File: config.mk
export PLATFORM = sky130hd
export DESIGN_NAME = game_ctrl
export DESIGN_NICKNAME = d
export VERILOG_FILES = /design/src/rtl/game_ctrl.sv
export SDC_FILE = /design/constraint.sdc
export NUM_CORES = 1
export LEC_CHECK = 0
export ABC_AREA = 0
export BUFFER_PORTS_ARGS = -buffer_cell sky130_fd_sc_hd__buf_4
export CAP_MARGIN = 20
export CORE_MARGIN = 8
export CORE_UTILIZATION = 35
export CTS_CLUSTER_DIAMETER = 120
export CTS_CLUSTER_SIZE = 10
export DETAILED_ROUTE_END_ITERATION = 16
export HOLD_SLACK_MARGIN = 0.08
export PLACE_DENSITY = 0.54
export REMOVE_ABC_BUFFERS = 1
export SYNTH_ARGS = -nofsm -noshare
export SYNTH_HDL_FRONTEND = slang
export SYNTH_SLANG_ARGS = --single-unit
File: constraint.sdc
create_clock -name pix_clk -period 4.1 [get_ports pix_clk]
set_input_delay 0.41 -clock pix_clk [delete_from_list [all_inputs] [get_ports pix_clk]]
set_output_delay 0.41 -clock pix_clk [all_outputs]
set_load 0.02 [all_outputs]
File: src/rtl/game_ctrl.sv
// Flappy-style game controller: button debounce, LFSR, bird/pipe physics.
// All game outputs are registered and advance once per frame_tick.
module game_ctrl #(
   parameter int SCREEN_H   = 480,
   parameter int BIRD_H     = 24,
   parameter int BIRD_X     = 160,
   parameter int BIRD_Y0    = 228,
   parameter int GRAVITY    = 1,
   parameter int FLAP_VEL   = -8,
   parameter int VEL_MAX    = 8,
   parameter int PIPE_X0    = 640,
   parameter int PIPE_SPEED = 2,
   parameter int GAP_MIN    = 80,
   parameter int DB_CYCLES  = 250000
) (
   input  logic       pix_clk,
   input  logic       pix_rstn,
   input  logic       button,
   input  logic       frame_tick,
   input  logic       collide,
   output logic [1:0] state,
   output logic [9:0] bird_y,
   output logic [9:0] pipe_x,
   output logic [9:0] gap_y,
   output logic [7:0] score
);

   typedef enum logic [1:0] {
      IDLE = 2'd0,
      PLAY = 2'd1,
      DEAD = 2'd2,
      BAD  = 2'd3
   } state_t;

   localparam int CW = $clog2(DB_CYCLES + 1);
   localparam logic [CW-1:0] DB_LAST = CW'(DB_CYCLES - 1);
   localparam logic [9:0] Y0  = 10'(BIRD_Y0);
   localparam logic [9:0] X0  = 10'(PIPE_X0);
   localparam logic [9:0] BX  = 10'(BIRD_X);
   localparam logic [9:0] SPD = 10'(PIPE_SPEED);
   localparam logic [9:0] GMN = 10'(GAP_MIN);
   localparam logic signed [11:0] YLIM = 12'(SCREEN_H - BIRD_H);
   localparam logic signed [8:0]  VMAX = 9'(VEL_MAX);
   localparam logic signed [8:0]  GRV  = 9'(GRAVITY);
   localparam logic signed [7:0]  FV   = 8'(FLAP_VEL);

   state_t cur, nxt;
   logic signed [7:0] vel, v_n;
   logic [9:0] y_n, px_n, g_n;
   logic [7:0] s_n;

   logic s1, s2, db, flap, rise;
   logic [CW-1:0] cnt;
   logic [15:0] lfsr;
   logic fb;

   logic signed [11:0] ny;
   logic signed [8:0]  vinc;
   logic signed [7:0]  vcl;
   logic [9:0] px_play, g_play;
   logic wrap, pass, hit;

   assign state = cur;
   assign fb    = lfsr[15] ^ lfsr[13] ^ lfsr[12] ^ lfsr[10];
   assign rise  = s2 & ~db & (cnt == DB_LAST);

   assign ny      = {2'b00, bird_y} + {{4{vel[7]}}, vel};
   assign vinc    = {vel[7], vel} + GRV;
   assign vcl     = (vinc > VMAX) ? VMAX[7:0] : vinc[7:0];
   assign wrap    = (pipe_x <= SPD);
   assign px_play = wrap ? X0 : pipe_x - SPD;
   assign g_play  = wrap ? GMN + {2'b00, lfsr[7:0]} : gap_y;
   assign pass    = (pipe_x > BX) && (px_play <= BX);
   assign hit     = collide || ny[11] || (ny > YLIM);

   // synchronizer, debounce, sticky flap request and free-running LFSR
   always_ff @(posedge pix_clk) begin
      if (!pix_rstn) begin
         s1   <= 1'b0;
         s2   <= 1'b0;
         db   <= 1'b0;
         cnt  <= '0;
         flap <= 1'b0;
         lfsr <= 16'hACE1;
      end else begin
         s1   <= button;
         s2   <= s1;
         lfsr <= {lfsr[14:0], fb};
         if (s2 != db) begin
            if (cnt == DB_LAST) begin
               db  <= s2;
               cnt <= '0;
            end else begin
               cnt <= cnt + CW'(1);
            end
         end else begin
            cnt <= '0;
         end
         if (rise)
            flap <= 1'b1;
         else if (frame_tick)
            flap <= 1'b0;
      end
   end

   // game state and registered outputs
   always_ff @(posedge pix_clk) begin
      if (!pix_rstn) begin
         cur    <= IDLE;
         bird_y <= Y0;
         vel    <= '0;
         pipe_x <= X0;
         gap_y  <= GMN + 10'h0E1;
         score  <= '0;
      end else begin
         cur    <= nxt;
         bird_y <= y_n;
         vel    <= v_n;
         pipe_x <= px_n;
         gap_y  <= g_n;
         score  <= s_n;
      end
   end

   // next-state and per-frame physics
   always_comb begin
      nxt  = cur;
      y_n  = bird_y;
      v_n  = vel;
      px_n = pipe_x;
      g_n  = gap_y;
      s_n  = score;
      unique case (cur)
         IDLE: begin
            if (frame_tick && flap) begin
               nxt = PLAY;
               v_n = FV;
            end
         end
         PLAY: begin
            if (frame_tick) begin
               if (hit) begin
                  nxt = DEAD;
               end else begin
                  y_n  = ny[9:0];
                  v_n  = flap ? FV : vcl;
                  px_n = px_play;
                  g_n  = g_play;
                  if (pass && score != 8'hFF)
                     s_n = score + 8'd1;
               end
            end
         end
         DEAD: begin
            if (frame_tick && flap) begin
               nxt  = IDLE;
               y_n  = Y0;
               v_n  = '0;
               px_n = X0;
               s_n  = '0;
            end
         end
         default: nxt = IDLE;
      endcase
   end

endmodule
### Word level (Yosys, flattened, before mapping)

Cells that the tools add are included.

* register bits: 86
* input port bits: 5
* output and inout port bits: 40
* word-level logic and storage cells: 86

* $add $sub $neg: 6
* order comparisons: 5
* equality and inequality tests: 11
* multiplexer cells: 27
* bitwise logic cells: 9
* reduce and logical (&&, ||, !) cells: 16

Operators with widths (number)
* $mux 8: 9
* $mux 10: 7
* $pmux 10 s2: 2
* $pmux 8 s3: 1
* $add 18x1->18 const B: 1
* $eq 18x18->1 const B: 1
* $pmux 8 s2: 1
* $add 11x8->12: 1
* $gt 12x10->1 const B: 1
* $ne 2x2->1 const B: 6
* $reduce_and 4->1: 3
* $gt 10x8->1 const B: 1
* $le 10x2->1 const B: 1
* $le 10x8->1 const B: 1
* $reduce_and 5->1: 2
* $sub 10x2->10 const B: 1
* $add 7x8->9 const A: 1
* $add 8x2->9 const B: 1
* $gt 9x5->1 const B: 1
* $add 8x1->8 const B: 1
* $mux 2: 4
* $ne 8x8->1 const B: 1
* $pmux 2 s3: 1
* $not 1->1: 4
* other kinds (13): 21

### Longest topological paths before layout

Gate-level depths: netlist (run 1).

* depth in word-level cells: 9
* depth in mapped cells: 13
* mapped depth without buffers: 11

### Least setup slack after synthesis (run 1)

No wires, ideal clock.

* path kind: reg2reg
* start: register bird_y[4]
* end: register bird_y[6]
* library setup time: 0.114 ns
* arrival: 3.181 ns
* required time: 3.986 ns
* slack: 0.804 ns
* stages on the path, launching flop included: 11
* path buffers: 1
* period minus slack after synthesis: 3.296 ns
* cells stage by stage: dfxtp_1 > ha_1 > and3_1 > a221o_1 > a221o_1 > or4_4 > a221oi_4 > o21bai_2 > buf_6 > or3_1 > a21o_1

* word-level cells in the longest chain between the ends: 5
* elaborated cells between the ends (all ways): 9
* classes of those cells: add/sub: 1; order compare: 1; eq/ne: 1; mux: 3; reduce/logical: 3

Ends and longest elaborated chain
* from (decl): RTL line 22 `output logic [9:0] bird_y,`
* from (signal assigned): RTL line 117 `bird_y <= y_n;`
* $add 11x8->12 (*): RTL line 67 `assign ny = {2'b00, bird_y} + {{4{vel[7]}}, vel};`
* $gt 12x10->1 or $logic_or 1x1->1 (tied branches): RTL line 74 `assign hit = collide || ny[11] || (ny > YLIM);`
* $logic_or 1x1->1: RTL line 74
* $ne 2x2->1 (no line)
* $reduce_and 4->1 (no line)

Mark *: on every way between the ends. The rest lies on a longest branch, timed or not. The select of a mux whose other input is x is not followed.
A chain may end at the register's enable or synchronous reset.

### Final worst setup path (run 1)

* start: register vel[2]
* end: register bird_y[8]

* word-level cells in the longest chain between the ends: 5
* elaborated cells between the ends (all ways): 9
* classes of those cells: add/sub: 1; order compare: 1; eq/ne: 1; mux: 3; reduce/logical: 3

Ends and longest elaborated chain
* from (decl): RTL line 48 `logic signed [7:0] vel, v_n;`
* from (signal assigned): RTL line 118 `vel <= v_n;`
* $add 11x8->12 (*): RTL line 67
* $gt 12x10->1 or $logic_or 1x1->1 (tied branches): RTL line 74
* $logic_or 1x1->1: RTL line 74
* $ne 2x2->1 (no line)
* $reduce_and 4->1 (no line)

Marked as above.

==> key figures, run 1 <==
Placed design
  – Placed wire-length estimate: 7.46 mm
  – IO Port Bufs: 43
  – Placed cells: 733
  – Placer congestion estimate: 0.813

Clock network
  – CTS root buffer: clkbuf_16
  – CTS tree: built
  – Hold Buf Count CTS: 0
  – Count of clock tree sinks: 85
  – Post-CTS repair timing setup buffer count: 0
  – PostCTS Resize Cnt: 0
  – Clock Tree Buf Depth: 2
  – Total CTS buffers: 9
  – Clk Latency, worst-skew pair: 0.34 ns
  – Reg clk slew, reported paths: 0.06 ns
  – H-tree depth: 3

Pwr
  – Psw: 844 µW
  – Max IR drop VDD: 0.000251 V
  – Internal power: 1620 µW
  – Power share of the clock group: 31.4%
  – Net Sw Frac: 34.2%
  – Combinational share of power: 30.7%
  – Leakage power: 0.00209 µW
  – PD cells: 464 nW/µm²
  – Flop pwr share: 38.0%

Run
  – Max-cap violations: 0

Floorplanning
  – DIE WIDTH: 130 µm
  – Initial Utilization: 35.8%
  – I/O Pins: 45
  – Core area: 12600 µm²
  – Die area: 16800 µm²
  – DIE HEIGHT: 130 µm
  – Rows: 41

Logic synthesis
  – Number of flops mapped to enable cells by yosys: 0
  – Seq/Total Area, Yosys: 37.7%
  – Synth unique cells: 67
  – Cell taking the most area after synthesis: dfxtp_1
  – Prevailing post-synth register cell: dfxtp_1
  – Area share of the largest cell type after synthesis: 37.7%
  – Synth top cells by count: dfxtp_1, nor2_1, nand2_1
  – Synthesized area: 4520 µm²
  – Synth Register Bits: 85
  – Top post-synthesis cells by area: dfxtp_1, ha_1, nor2_1
  – Most common cell in the netlist: dfxtp_1
  – Async SR Flop Fraction: 0%
  – Synth Instances: 531
  – Syn_area_per_cell: 8.50 µm²
  – Ys Warns: 0

Setup path
  – CP Buf/Inv Count: 1
  – Crit Path Max Fanout: 28
  – Most used cell, CP: a221o_1
  – Setup CP Type: reg -> reg
  – Worst path required time: 4.36 ns
  – Slowest-stage cell, CP: or4_1
  – Worst Setup End Kind: flop
  – Critical Path Start Type: flop
  – Critical path, cell by cell: ha_1 -> and3_1 -> a221o_1 -> a221o_1 -> or4_4 -> a221oi_4 -> o21bai_2 -> buf_12 -> or4_1 -> a21oi_1
  – Crit-path leading delay family: compound AO/OA/AOI/OAI gates
  – Largest stage delay, worst path: 0.50 ns
  – RR Startpoint: vel[2]
  – Arr. time, crit path: 3.84 ns
  – CP Launch Point: vel[2]

Global route
  – First-pass GRT wire length: 17.4 mm
  – Initial antenna violation count: 0
  – Gr ovfl total: 0
  – Number of global-route vias before repair: 3665
  – Largest net degree at the start of global routing: 46
  – Overall global routing resource usage: 12.7%

Layout
  – Post-Layout Cell Count: 749
  – Fill cells: 1302
  – Nets: 601
  – Share of layout cells above drive strength 1: 12.1%
  – Antenna cells: 0
  – Area Growth Syn to Fin: 17.7%

STA
  – Post-layout min period: 3.58 ns
  – Final-report hold violation count: 0
  – Final period util: 87.3%
  – Final setup viols: 0
  – Fmax: 279 MHz
  – Slew headroom: 55.8%
  – Clock skew: 0.00661 ns
  – Worst Tran Pin Value: 0.661 ns
  – Final Slew Violations: 0
  – RSZ-0062 raised after global routing: no
  – Final setup TNS: 0 ns

Drt
  – TritonRoute pass-1 iters: 5
  – WL/cell: 14.1 µm
  – Routed Antenna Nets: 0
  – Total wire length: 10.6 mm
  – Iter 0 DRT Violations: 180
  – Vias: 3884
  – DRC errors left: 0
  – Vias/cell: 5.19

Worst hold path
  – Hold Crit Start: button
  – Hold/Removal Path Class: in -> reg

Status
  – Status: finished clean
-- cells by family after synthesis --
logic type | Yosys count | synth area share [%]
flip-flops | 85 | 37.7
AO/OA/AOI/OAI | 127 | 18.9
XOR/XNOR | 28 | 5.43
other | 1 | 0.0830
buffers and inverters | 44 | 3.91
multiplexers | 13 | 2.91
adder cells (fa/ha/maj) | 25 | 7.04
AND/OR/NAND/NOR | 208 | 24.0
-- metrics by stage --
| stage | hold WS [ns] | utilization [%] | total power, µW | area (µm²) | setup slack, ns |
|---|---|---|---|---|---|
| after floorplan | 0.386 | - | 1480 | 4430 | 0.577 |
| after global placement | 0.396 | 39.9 | 1700 | 5030 | 0.672 |
| after detailed placement | 0.409 | 39.9 | 1710 | 5030 | 0.580 |
| after CTS | 0.265 | 42.1 | 2500 | 5320 | 0.548 |
| after global routing | 0.264 | 42.1 | 2630 | 5320 | 0.374 |
| final | 0.280 | 42.1 | 2470 | 5320 | 0.522 |
-- final timing paths --
kind	endpoint	slack (ns)	depth (start not counted)
max	bird_y[8]	0.52	10
min	s1	0.28	2
max reg2reg	bird_y[8]	0.52	10
min reg2reg	lfsr[10]	0.42	1
-- power by group through the flow --
| stage | Sequential (µW) | Clock, µW | Combinational, µW |
|---|---|---|---|
| after floorplan | 970 | 0 | 509 |
| after global placement | 954 | 0 | 745 |
| after detailed placement | 956 | 0 | 750 |
| after CTS | 937 | 805 | 753 |
| after global routing | 944 | 845 | 838 |
| final | 936 | 774 | 756 |
-- area by class of cell --
class | count | area, µm² | area share, %
well taps | 172 | 215 | 4.05
multi-input cells | 402 | 2640 | 49.6
repair buffers | 50 | 388 | 7.30
clock buffers | 11 | 243 | 4.57
clock inverters | 5 | 41.3 | 0.777
flip-flops and latches | 85 | 1700 | 32.0
inverters | 24 | 90.1 | 1.69
-- placed cells by master, fill, tap and decap left out, types with 9 or more instances in the layout --
| cell | n |
|---|---|
| xnor2_1 | 17 |
| nand2b_1 | 16 |
| a21oi_1 | 30 |
| nor2_1 | 54 |
| and2_1 | 15 |
| clkbuf_16 | 9 |
| o21ai_0 | 33 |
| dfxtp_1 | 85 |
| and3_1 | 10 |
| inv_1 | 23 |
| ha_1 | 23 |
| buf_4 | 49 |
| nand3_1 | 18 |
| nor3_1 | 12 |
| mux2i_1 | 12 |
| xor2_1 | 11 |
| nand2_1 | 35 |
-- routing by layer --
layer / share of wire, % / track usage, %
met1: 48 / 15.9
met2: 46 / 20.6
met3: 4.4 / 3.41
met4: 1.1 / 4.23
met5: 0 / 0
-- sequential cells by signal, indices dropped and copies added, names as in the netlist --
signal and flops:
bird_y 10, cnt 18, db 1, flap 1, gap_y 9, lfsr 16
pipe_x 10, s1 1, s2 1, score 8, state 2, vel 8
Note: power is estimated with default switching activity, not from simulation.
==> run 2, diff against run 1 <==
CORE_UTILIZATION = 50   (was 35)
PLACE_DENSITY = 0.71   (was 0.54)
==> key figures, run 2 (same netlist as run 1, synthesis figures left out) <==
Pwr
  – Net Sw Frac: 36.1% (+1.9 points)
  – Flop pwr share: 40.7% (+2.7 points)
  – Power share of the clock group: 27.4% (-4.0 points)
  – PD cells: 448 nW/µm² (-3.3%)
  – Max IR drop VDD: 0.000298 V (+19%)
  – Internal power: 1480 µW (-9.0%)
  – Psw: 833 µW (-1.3%)
  – Combinational share of power: 31.8% (+1.1 points)
  – Leakage power: 0.00205 µW (-1.9%)

Setup path
  – Arr. time, crit path: 3.83 ns (about the same)
  – Critical path, cell by cell: ha_1 -> and3_1 -> a221o_1 -> a221o_1 -> or4_4 -> a221oi_4 -> o21bai_2 -> or4_1 -> a21oi_1
  – Slowest-stage cell, CP: or4_1
  – Most used cell, CP: a221o_1
  – Critical Path Start Type: flop
  – Number of cells on the critical path: 9 (-1)
  – Worst Reg-to-Reg Cells: 9 (-1)
  – Worst Setup End Kind: flop
  – Largest stage delay, worst path: 0.58 ns (+0.08 ns)
  – CP Buf/Inv Count: 0 (-1)
  – Crit-path leading delay family: compound AO/OA/AOI/OAI gates
  – Worst path required time: 4.37 ns (about the same)
  – Crit Path Max Fanout: 22 (-21%)
  – Setup CP Type: reg -> reg

Placed design
  – Worst slack at placement: 0.582 ns (+0.00216 ns)
  – IO Port Bufs: 43 (unchanged)
  – Placer congestion estimate: 0.878 (+8.1%)
  – Dpl cell area: 4930 µm² (-2.0%)
  – Placed wire-length estimate: 7.20 mm (-3.6%)

Global route
  – Gr ovfl total: 0 (unchanged)
  – Global route hottest layer: met2
  – Largest net degree at the start of global routing: 46 (unchanged)
  – M1 GR Usage: 19.9% (+3.9 points)
  – Number of global-route vias before repair: 3677 (+0.33%)
  – Initial antenna violation count: 0 (unchanged)
  – Overall global routing resource usage: 16.0% (+3.3 points)
  – GR Layer Usage met3: 3.41% (about the same)
  – First-pass GRT wire length: 17.1 mm (-1.7%)
  – Met2 Resource Use GR: 26.7% (+6.1 points)

STA
  – Clock skew: 0.0101 ns (+0.00344 ns)
  – Final-report hold violation count: 0 (unchanged)
  – Hold WS: 0.263 ns (-0.0169 ns)
  – Final period util: 86.6% (-0.66 points)
  – RSZ-0062 raised after global routing: no
  – Fmax: 282 MHz (+0.76%)
  – Final setup viols: 0 (unchanged)
  – Final Slew Violations: 0 (unchanged)
  – Worst Tran Pin Value: 0.826 ns (+0.166 ns)
  – Slew headroom: 44.9% (-11 points)
  – Final setup TNS: 0 ns (unchanged)
  – Final worst slack: 0.549 ns (+0.0271 ns)
  – Post-layout min period: 3.55 ns (-0.0271 ns)

Layout
  – Nets: 600 (-0.17%)
  – Largest regs: cnt: 18 flops, lfsr: 16 flops
  – Area Growth Syn to Fin: 14.0%
  – Multi-input logic area: 2640 µm² (unchanged)
  – Final Instance Area: 5150 µm² (-3.1%)
  – Most frequent cells in the layout: dfxtp_1, nor2_1, buf_4, nand2_1, o21ai_0
  – Largest reg by FF count: cnt
  – Fill cells: 760 (-42%)
  – Antenna cells: 0 (unchanged)
  – Sequential Area: 1700 µm² (unchanged)
  – Share of layout cells above drive strength 1: 12.2% (+0.021 points)
  – Max reg flops: 18 (unchanged)
  – Commonest non-fill, non-tap cell in the layout: dfxtp_1

Clock network
  – Clock Tree Buf Depth: 2 (unchanged)
  – H-tree depth: 3 (unchanged)
  – Total CTS buffers: 9 (unchanged)
  – Hold Buf Count CTS: 0 (unchanged)
  – PostCTS Resize Cnt: 0 (unchanged)
  – CTS tree: built
  – Clk Latency, worst-skew pair: 0.35 ns (about the same)
  – CTS root buffer: clkbuf_8
  – Reg clk slew, reported paths: 0.09 ns (+0.03 ns)
  – Post-CTS repair timing setup buffer count: 0 (unchanged)
  – Count of clock tree sinks: 85 (unchanged)

Drt
  – Total wire length: 10.1 mm (-4.6%)
  – WL/cell: 14.7 µm (+4.4%)
  – Iter 0 DRT Violations: 238 (+32%)
  – Vias/cell: 5.72 (+10%)
  – TritonRoute pass-1 iters: 4 (-1)
  – Vias: 3915 (+0.80%)
  – Routed Antenna Nets: 0 (unchanged)
  – DRC errors left: 0 (unchanged)

Floorplanning
  – Die area: 12300 µm² (-27%)
  – I/O Pins: 45 (unchanged)
  – Core area: 8720 µm² (-31%)
  – DIE WIDTH: 111 µm (-14%)
  – Rows: 34 (-17%)
  – Initial Utilization: 51.8% (+16 points)
  – DIE HEIGHT: 111 µm (-14%)

Worst hold path
  – Hold depth: 2 (unchanged)
  – Hold/Removal Path Class: in -> reg

Run
  – Max-cap violations: 0 (unchanged)

Status
  – Status: finished clean
## run 2: worst paths after layout
kind / startpoint / endpoint / slack (ns)
max: vel[2] / pipe_x[4] / 0.55
min: button / s1 / 0.26
max reg2reg: vel[2] / pipe_x[4] / 0.55
min reg2reg: lfsr[9] / lfsr[10] / 0.42
## run 2: area by class of cell
type                            count  share of cell area, %
Sequential cell                    85                   33.0
Timing Repair Buffer               49                   7.14
Tap cell                          108                   2.62
Multi-Input combinational cell    402                   51.2
Clock buffer                        9                   2.41
Inverter                           24                   1.75
Clock inverter                      7                   1.82
## run 2: through the flow
stage	instances	util, %	total power [µW]
floorplan	511	-	1480
global placement	668	56.6	1670
detailed placement	668	56.6	1690
CTS	684	59.1	2320
global route	684	59.1	2460
finish	684	59.1	2310
## run 2: power by group through the flow
stage	sequential [µW]	combinational, µW	clock [µW]
CTS	939	732	649
finish	940	735	633
global placement	956	715	0
global route	949	816	691
floorplan	970	509	0
detailed placement	958	729	0
## run 2: per-layer routing
layer / routed length, µm / up-vias
li1: - / 1988
met1: 4740 / 1849
met2: 4810 / 71
met3: 435 / 7
met4: 83 / 0
met5: 0 / -
